<file path="src/rtl/mem_arbiter_if.sv">
// ---------------------------------------------------------------------------
// mem_arbiter_if
//   Signal bundle between the two requesters, the arbiter and the single-port
//   memory.
//   Parameters: DATA_W (data width), ADDR_W (word address width).
//   Requester channel N (N = 0, 1):
//     rN_valid, rN_WR, rN_addr, rN_data_in  : request, held until rN_ready
//     rN_ready, rN_data_out, rN_err         : one-cycle completion
//   Memory port:
//     mem_valid, mem_WR, mem_addr, mem_data_in : command to memory
//     mem_data_out, mem_ready                  : response from memory
//   Modports:
//     slave  : the arbiter's view
//     master : the environment's view (requesters plus memory)
// ---------------------------------------------------------------------------
interface mem_arbiter_if #(
    parameter int DATA_W = 16,
    parameter int ADDR_W = 10
);
    logic              r0_valid;
    logic              r0_WR;
    logic [ADDR_W-1:0] r0_addr;
    logic [DATA_W-1:0] r0_data_in;
    logic              r0_ready;
    logic [DATA_W-1:0] r0_data_out;
    logic              r0_err;

    logic              r1_valid;
    logic              r1_WR;
    logic [ADDR_W-1:0] r1_addr;
    logic [DATA_W-1:0] r1_data_in;
    logic              r1_ready;
    logic [DATA_W-1:0] r1_data_out;
    logic              r1_err;

    logic              mem_valid;
    logic              mem_WR;
    logic [ADDR_W-1:0] mem_addr;
    logic [DATA_W-1:0] mem_data_in;
    logic [DATA_W-1:0] mem_data_out;
    logic              mem_ready;

    modport slave (
        input  r0_valid, r0_WR, r0_addr, r0_data_in,
        output r0_ready, r0_data_out, r0_err,
        input  r1_valid, r1_WR, r1_addr, r1_data_in,
        output r1_ready, r1_data_out, r1_err,
        output mem_valid, mem_WR, mem_addr, mem_data_in,
        input  mem_data_out, mem_ready
    );

    modport master (
        output r0_valid, r0_WR, r0_addr, r0_data_in,
        input  r0_ready, r0_data_out, r0_err,
        output r1_valid, r1_WR, r1_addr, r1_data_in,
        input  r1_ready, r1_data_out, r1_err,
        input  mem_valid, mem_WR, mem_addr, mem_data_in,
        output mem_data_out, mem_ready
    );
endinterface

</file>
<file path="src/rtl/mem_arbiter.sv">
// ---------------------------------------------------------------------------
// mem_arbiter
//   Two-requester round-robin arbiter and sequencer in front of a single-port
//   memory. A granted request is latched into the mem_* registers and held
//   until the memory answers with mem_ready; the winner then gets a one-cycle
//   rN_ready pulse with the read data (0 for writes).
//
//   Ports:
//     clk   : clock, rising edge
//     reset : synchronous, active-high
//     bus   : mem_arbiter_if.slave (requester channels r0/r1, memory port)
//   Parameters:
//     DATA_W  : data width (16)
//     ADDR_W  : word address width (10)
//     TIMEOUT : BUSY cycles before abort, 2..255 (timeout build only)
//
//   Build option:
//     MEM_ARB_TIMEOUT_EN : when defined, a transaction still waiting after
//       TIMEOUT BUSY cycles is aborted and completes with rN_err=1 and
//       rN_data_out=0. When undefined, BUSY waits indefinitely and rN_err is 0.
// ---------------------------------------------------------------------------
module mem_arbiter #(
    parameter int DATA_W  = 16,
    parameter int ADDR_W  = 10,
    parameter int TIMEOUT = 16
) (
    input  logic         clk,
    input  logic         reset,
    mem_arbiter_if.slave bus
);
    if (TIMEOUT < 2 || TIMEOUT > 255) begin : g_timeout_range
        $error("mem_arbiter: TIMEOUT must lie in 2..255");
    end

    typedef enum logic [1:0] {IDLE, BUSY, DONE} state_t;

    state_t            state;
    logic              last;       // requester granted most recently
    logic              gnt;        // owner of the in-flight transaction
    logic              mem_valid_q;
    logic              mem_wr_q;
    logic [ADDR_W-1:0] mem_addr_q;
    logic [DATA_W-1:0] mem_din_q;
    logic              rdy_q  [2];
    logic [DATA_W-1:0] dout_q [2];

    // Round-robin choice; only meaningful when at least one valid is set.
    function automatic logic pick_gnt(input logic v0, input logic v1,
                                      input logic last_gnt);
        if (v0 && v1)
            return ~last_gnt;
        return v1 & ~v0;
    endfunction

    logic              nxt_gnt;
    logic              nxt_wr;
    logic [ADDR_W-1:0] nxt_addr;
    logic [DATA_W-1:0] nxt_data;
    logic [DATA_W-1:0] rsp_data;

    assign nxt_gnt  = pick_gnt(bus.r0_valid, bus.r1_valid, last);
    assign nxt_wr   = nxt_gnt ? bus.r1_WR      : bus.r0_WR;
    assign nxt_addr = nxt_gnt ? bus.r1_addr    : bus.r0_addr;
    assign nxt_data = nxt_gnt ? bus.r1_data_in : bus.r0_data_in;
    // Writes return zero rather than whatever the memory drives.
    assign rsp_data = mem_wr_q ? '0 : bus.mem_data_out;

`ifdef MEM_ARB_TIMEOUT_EN
    localparam logic [7:0] TCNT_LAST = 8'(TIMEOUT - 1);
    logic [7:0] tcnt;
    logic       err_q [2];
`endif

    always_ff @(posedge clk) begin
        if (reset) begin
            state       <= IDLE;
            last        <= 1'b1;
            gnt         <= 1'b0;
            mem_valid_q <= 1'b0;
            mem_wr_q    <= 1'b0;
            mem_addr_q  <= '0;
            mem_din_q   <= '0;
            for (int i = 0; i < 2; i++) begin
                rdy_q[i]  <= 1'b0;
                dout_q[i] <= '0;
            end
`ifdef MEM_ARB_TIMEOUT_EN
            tcnt <= '0;
            for (int i = 0; i < 2; i++)
                err_q[i] <= 1'b0;
`endif
        end else begin
            case (state)
                IDLE: begin
                    if (bus.r0_valid || bus.r1_valid) begin
                        gnt         <= nxt_gnt;
                        last        <= nxt_gnt;
                        mem_valid_q <= 1'b1;
                        mem_wr_q    <= nxt_wr;
                        mem_addr_q  <= nxt_addr;
                        mem_din_q   <= nxt_data;
                        state       <= BUSY;
`ifdef MEM_ARB_TIMEOUT_EN
                        tcnt <= '0;
`endif
                    end
                end
                BUSY: begin
                    // mem_ready in the limit cycle still counts as success.
                    if (bus.mem_ready) begin
                        mem_valid_q <= 1'b0;
                        rdy_q[gnt]  <= 1'b1;
                        dout_q[gnt] <= rsp_data;
                        state       <= DONE;
`ifdef MEM_ARB_TIMEOUT_EN
                        err_q[gnt]  <= 1'b0;
                    end else if (tcnt == TCNT_LAST) begin
                        mem_valid_q <= 1'b0;
                        rdy_q[gnt]  <= 1'b1;
                        dout_q[gnt] <= '0;
                        err_q[gnt]  <= 1'b1;
                        state       <= DONE;
                    end else begin
                        tcnt <= tcnt + 8'd1;
`endif
                    end
                end
                DONE: begin
                    rdy_q[gnt] <= 1'b0;
`ifdef MEM_ARB_TIMEOUT_EN
                    err_q[gnt] <= 1'b0;
`endif
                    state      <= IDLE;
                end
                default: state <= IDLE;
            endcase
        end
    end

    assign bus.mem_valid   = mem_valid_q;
    assign bus.mem_WR      = mem_wr_q;
    assign bus.mem_addr    = mem_addr_q;
    assign bus.mem_data_in = mem_din_q;
    assign bus.r0_ready    = rdy_q[0];
    assign bus.r1_ready    = rdy_q[1];
    assign bus.r0_data_out = dout_q[0];
    assign bus.r1_data_out = dout_q[1];
`ifdef MEM_ARB_TIMEOUT_EN
    assign bus.r0_err      = err_q[0];
    assign bus.r1_err      = err_q[1];
`else
    assign bus.r0_err      = 1'b0;
    assign bus.r1_err      = 1'b0;
`endif
endmodule

</file>
<file path="src/flat_wrapper.sv">
// flat-port wrapper written by rule: the top's interface ports become plain ports
module mem_arbiter_flat 
#(
    parameter int DATA_W  = 16,
    parameter int ADDR_W  = 10,
    parameter int TIMEOUT = 16
)
  (clk, reset, bus_r0_valid, bus_r0_WR, bus_r0_addr, bus_r0_data_in, bus_r0_ready, bus_r0_data_out, bus_r0_err, bus_r1_valid, bus_r1_WR, bus_r1_addr, bus_r1_data_in, bus_r1_ready, bus_r1_data_out, bus_r1_err, bus_mem_valid, bus_mem_WR, bus_mem_addr, bus_mem_data_in, bus_mem_data_out, bus_mem_ready);
  mem_arbiter_if #(.DATA_W(DATA_W), .ADDR_W(ADDR_W)) bus_i ();
  input  logic clk;
  input  logic reset;
  input wire logic [$bits(bus_i.r0_valid)-1:0] bus_r0_valid;
  input wire logic [$bits(bus_i.r0_WR)-1:0] bus_r0_WR;
  input wire logic [$bits(bus_i.r0_addr)-1:0] bus_r0_addr;
  input wire logic [$bits(bus_i.r0_data_in)-1:0] bus_r0_data_in;
  output wire logic [$bits(bus_i.r0_ready)-1:0] bus_r0_ready;
  output wire logic [$bits(bus_i.r0_data_out)-1:0] bus_r0_data_out;
  output wire logic [$bits(bus_i.r0_err)-1:0] bus_r0_err;
  input wire logic [$bits(bus_i.r1_valid)-1:0] bus_r1_valid;
  input wire logic [$bits(bus_i.r1_WR)-1:0] bus_r1_WR;
  input wire logic [$bits(bus_i.r1_addr)-1:0] bus_r1_addr;
  input wire logic [$bits(bus_i.r1_data_in)-1:0] bus_r1_data_in;
  output wire logic [$bits(bus_i.r1_ready)-1:0] bus_r1_ready;
  output wire logic [$bits(bus_i.r1_data_out)-1:0] bus_r1_data_out;
  output wire logic [$bits(bus_i.r1_err)-1:0] bus_r1_err;
  output wire logic [$bits(bus_i.mem_valid)-1:0] bus_mem_valid;
  output wire logic [$bits(bus_i.mem_WR)-1:0] bus_mem_WR;
  output wire logic [$bits(bus_i.mem_addr)-1:0] bus_mem_addr;
  output wire logic [$bits(bus_i.mem_data_in)-1:0] bus_mem_data_in;
  input wire logic [$bits(bus_i.mem_data_out)-1:0] bus_mem_data_out;
  input wire logic [$bits(bus_i.mem_ready)-1:0] bus_mem_ready;
  assign bus_i.r0_valid = bus_r0_valid;
  assign bus_i.r0_WR = bus_r0_WR;
  assign bus_i.r0_addr = bus_r0_addr;
  assign bus_i.r0_data_in = bus_r0_data_in;
  assign bus_r0_ready = bus_i.r0_ready;
  assign bus_r0_data_out = bus_i.r0_data_out;
  assign bus_r0_err = bus_i.r0_err;
  assign bus_i.r1_valid = bus_r1_valid;
  assign bus_i.r1_WR = bus_r1_WR;
  assign bus_i.r1_addr = bus_r1_addr;
  assign bus_i.r1_data_in = bus_r1_data_in;
  assign bus_r1_ready = bus_i.r1_ready;
  assign bus_r1_data_out = bus_i.r1_data_out;
  assign bus_r1_err = bus_i.r1_err;
  assign bus_mem_valid = bus_i.mem_valid;
  assign bus_mem_WR = bus_i.mem_WR;
  assign bus_mem_addr = bus_i.mem_addr;
  assign bus_mem_data_in = bus_i.mem_data_in;
  assign bus_i.mem_data_out = bus_mem_data_out;
  assign bus_i.mem_ready = bus_mem_ready;
  mem_arbiter #(.DATA_W(DATA_W), .ADDR_W(ADDR_W), .TIMEOUT(TIMEOUT)) u_core (.clk(clk), .reset(reset), .bus(bus_i));
endmodule
</file>
<file path="config.mk">
export PLATFORM = sky130hd
export DESIGN_NAME = mem_arbiter_flat
export DESIGN_NICKNAME = d
export VERILOG_FILES = /design/src/rtl/mem_arbiter_if.sv /design/src/rtl/mem_arbiter.sv /design/src/flat_wrapper.sv
export SDC_FILE = /design/constraint.sdc
export NUM_CORES = 1
export LEC_CHECK = 0
export CORE_AREA = 10 10 87 108
export CTS_CLUSTER_DIAMETER = 40
export DETAILED_ROUTE_END_ITERATION = 10
export DIE_AREA = 0 0 97 118
export PLACE_DENSITY = 0.79
export SYNTH_ARGS = -nofsm -noshare
export SYNTH_HDL_FRONTEND = slang
export SYNTH_SLANG_ARGS = --single-unit
</file>
<file path="constraint.sdc">
create_clock -name clk -period 1.95 [get_ports clk]
set_input_delay 0.195 -clock clk [delete_from_list [all_inputs] [get_ports clk]]
set_output_delay 0.195 -clock clk [all_outputs]
set_load 0.05 [all_outputs]
</file>
Word-level counts from Yosys, hierarchy flattened
Memories as Yosys holds them, arrays and structs flattened.
Index checks and enable logic that the tools add are counted.
- equality and inequality tests: 4
- mux-type cells: 29
- bitwise logic cells: 4
- reduce and logical (&&, ||, !) cells: 9
- operator list (kind ; count):
    2-to-1 mux 16 bit ; 3
    2-to-1 mux 1 bit ; 21
    OR reduction 16 bit ; 1
    2-to-1 mux 10 bit ; 1
    2-to-1 mux 2 bit ; 2
    case mux 2 bit (2 select lines) ; 1
    AND reduction 2 bit ; 2
    AND reduction 3 bit ; 1
    == test 2 x 1 -> 1 bit (second input constant) ; 1
    == test 2 bit (second input constant) ; 1
    zero test 2 bit ; 1
    inequality test 2 x 1 -> 1 bit (second input constant) ; 1
    inequality test 2 bit (second input constant) ; 1
    inverter 1 bit ; 2
    case mux 1 bit (2 select lines) ; 1
    nonzero test 2 bit ; 1
    bitwise AND 1 bit ; 1
    logical AND 1 bit ; 1
    logical OR 1 bit ; 1
    bitwise OR 1 bit ; 1
    OR reduction 1 bit ; 1
- flip-flop bits (word level): 32
- bits in writable memories: 34
- input bits: 75
- output and inout bits: 64
- logic and storage cells: 55
- memories: 2
- memory list (name ; depth ; width ; read ports ; clocked after Yosys merged registers in ; wr ports ; RTL line ; source):
    u_core.dout_q ; 2 ; 16 ; 2 ; 0 ; 2 ; mem_arbiter.sv:45 ; logic [DATA_W-1:0] dout_q [2];
    u_core.rdy_q ; 2 ; 1 ; 2 ; 0 ; 2 ; mem_arbiter.sv:44 ; logic rdy_q [2];

Depth between registers and ports, before layout
- depth in word-level cells: 7
- mapped depth: 5
- gate-level depth less buffers: 3

Worst setup path after synthesis
OpenSTA, ideal clock, no wires.
- path kind: input to register
- start: in reset
- end: mem u_core.dout_q[1][0] (enable)
- library setup time: 0.375 ns
- data arrival time: 1.188 ns
- required time: 1.575 ns
- path slack: 0.388 ns
- cell stages on the path: 4
- buffers on the path: 1
- cell sequence: buf_2 and4bb_2 nand2_2 nand2b_1
- RTL lines (element ; RTL line ; source):
    from (decl) ; flat_wrapper.sv:11 ; input logic reset;
    to (decl) ; mem_arbiter.sv:45 ;

Worst setup path after layout
- start: reg u_core.mem_addr_q[0], in the netlist u_core.bus.mem_addr[0]
- end: out bus_mem_addr[0]
- RTL lines (element ; RTL line ; source):
    from (decl) ; mem_arbiter.sv:42 ; logic [ADDR_W-1:0] mem_addr_q;
    from (signal assigned) ; mem_arbiter.sv:100 ; mem_addr_q <= nxt_addr;
    to (decl) ; flat_wrapper.sv:28 ; output wire logic [$bits(bus_i.mem_addr)-1:0] bus_mem_addr;
No word-level cell between the ends.

==> flow_metrics.py <==
metrics = {
    "status": {
        "status": "finished clean",
    },
    "final_layout": {
        "post-route-util": 0.622,
        "area_delta_synth_final_pct": 56.2,
        "diodes": 0,
        "drive_gt1_frac": 0.136,
        "fin_nets": 488,
        "fin_area_um2": 4550,
        "fin_cells": 510,
    },
    "timing": {
        "relSlewSlack": 0.633,
        "whs_ns": 0.291,
        "hold_viol_final": 0,
        "fmax_mhz": 582,
        "rsz0062_at_grt": "false",
        "finalCritPeriodShare": 0.881,
        "skew_ns": 0.00806,
        "worst_slew_pin_slew_ns": 0.549,
        "setup_slack_ns": 0.233,
        "fin_crit_ns": 1.72,
        "setup_viol": 0,
        "tns_ns": 0,
        "slew_violations": 0,
    },
    "clocking": {
        "cts_inserted_buffers": 9,
        "cts_setup_buffers": 0,
        "cts_hold_buffers": 0,
        "root_buffer": "clkbuf_8",
        "insertion_delay_ns": 0.33,
        "ctsResizeCount": 0,
        "h-tree-depth": 3,
        "numClockSinks": 66,
        "cts_tree": "done",
        "clk_pin_slew_worst_paths_ns": 0.07,
        "ctsLongestPathBuffers": 2,
    },
    "critical_path": {
        "critPathLaunchType": "register",
        "cp_top_family": "buffers and inverters",
        "r2r_start": "u_core.state[0]$_SDFFE_PP0P_",
        "cp_num_buf_inv": 1,
        "arrival_ns": 1.52,
        "cp.required_ns": 1.75,
        "r2r_end": "u_core.dout_q[0][11]$_SDFFCE_PN0P_",
        "cp-end-kind": "output pin",
        "worst-setup-path-type": "register to output pin",
        "r2r_slack_ns": 0.56,
        "cpMaxStageDelayCell": "clkdlybuf4s50_1",
        "worstRegToRegCells": 4,
        "crit_path_max_incr_delay_ns": 0.84,
        "crit_start": "u_core.bus.mem_addr[0]$_SDFFE_PP0P_",
        "crit_fanout": 2,
        "crit_path_cell_trace": "clkdlybuf4s50_1",
    },
    "global_routing": {
        "grt_pass1_wl_mm": 13.6,
        "gr-total-overflow": 0,
        "grt.total_usage": 0.145,
        "grt_max_degree": 36,
        "grt_pass1_vias": 2575,
        "antenna_found_initial": 0,
    },
    "run": {
        "maxCapViolations": 0,
    },
    "logic_synthesis": {
        "synth_edf_count": 34,
        "synth_flop_cell": "edfxtp_1",
        "yosys-top-cells-count": "57 x nand2_1, 34 x edfxtp_1, 33 x nor2_1",
        "synth.distinct_cells": 28,
        "ys_warn_count": 0,
        "synth_cells": 276,
        "yosysMostFrequentCell": "nand2_1",
        "avgSynthCellArea_um2": 10.6,
        "synth_area_um2": 2910,
        "ys_seq_area_frac": 0.570,
        "synth_async_sr_flop_share": 0,
        "synth_area_leaders": "edfxtp_1 35%, dfxtp_1 22%, a311oi_2 10%",
        "synth.largest_area_cell": "edfxtp_1",
        "synth_top_area_frac": 0.350,
        "ys_ff_latch": 66,
    },
    "power_and_ir_drop": {
        "p_leak_nw": 1.70,
        "power_density_nw_per_um2": 842,
        "total_power_mw": 3.83,
        "vdd.ir_drop.worst_v": 0.000535,
    },
    "placed_design": {
        "portBuffers": 136,
        "gp_congestion": 0.740,
        "place_inst": 494,
        "place_ws_ns": 0.180,
        "dpl_cell_area_um2": 4360,
        "dp_hpwl_mm": 6.45,
    },
    "die": {
        "die_area_um2": 11400,
        "start_util": 0.398,
        "core.rowCount": 35,
        "io_pins": 139,
        "fp.dieH_um": 118,
        "core_area_um2": 7310,
        "die_w_um": 97,
    },
    "worst_hold_path": {
        "hold_class": "input port to register",
        "hold_depth": 2,
        "hold_start": "reset",
        "holdPathEnd": "u_core.state[1]$_SDFFE_PP0P_",
    },
    "route": {
        "drt_first_iter_violations": 128,
        "drc": 0,
        "drt-pass1-iter-count": 4,
        "viasPerCell": 4.97,
        "avgRoutedWirePerCell_um": 16.7,
        "vias": 2534,
        "drt-total-wl_mm": 8.52,
        "final_antenna_net_count": 0,
    },
}
[power breakdown]
group / internal [mW] / switching, mW
Sequential: 1.57 / 0.0620
Combinational: 0.451 / 0.684
Clock: 0.535 / 0.531
[metal layers]
metal	part of all wire	GRT usage	vias to the layer above
met4	0.0092	0.0388	0
li1	-	-	1243
met1	0.39	0.156	1156
met2	0.48	0.241	128
met3	0.12	0.0769	7
met5	0	0	-
[logic make-up (layout without fill, tap and decap cells)]
logic type	Yosys count	count (layout)	share of synthesized area
other	1	2	0.00129
flip-flops	66	66	0.570
buffers and inverters	28	169	0.0554
AO/OA/AOI/OAI	65	65	0.199
AND/OR/NAND/NOR	116	116	0.174
[state kept, by name, indices dropped and copies added, names as in the netlist]
signal	cells
u_core.last	1
u_core.bus.mem_addr	10
u_core.dout_q	32
u_core.bus.mem_WR	1
u_core.rdy_q	2
u_core.bus.mem_data_in	16
u_core.state	2
u_core.gnt	1
u_core.bus.mem_valid	1
[cell type report]
class                   count  area [um2]
clock buffers              11         151
flip-flops and latches     66        1660
clock inverters             5        37.5
inverters                   5        18.8
multi-input cells         183        1100
fillers                   613        2760
well taps                  92         115
repair buffers            148        1470
[cells in the final DEF (no fill, tap or decap), types with 3 or more instances in the layout]
cell type,instances
a21oi_1,31
clkdlybuf4s50_1,134
a21o_1,3
nand2b_1,18
clkbuf_8,11
a311oi_1,7
buf_4,11
nor2_1,32
edfxtp_1,34
a311oi_2,20
dfxtp_1,32
nand2_1,57
[worst max path at each step]
stage	end	slack, ns	depth (start not counted)
after detailed placement	u_core.bus.mem_data_in[14]$_SDFFE_PP0P_	0.18	5
final	bus_mem_addr[0]	0.23	1
after global placement	u_core.bus.mem_data_in[14]$_SDFFE_PP0P_	0.27	5
after global routing	bus_mem_data_in[3]	0.18	1
after floorplan	u_core.dout_q[1][0]$_SDFFCE_PN0P_	0.39	4
after CTS	bus_mem_addr[0]	0.22	1
No activity file was read; power rests on OpenSTA's default activity.
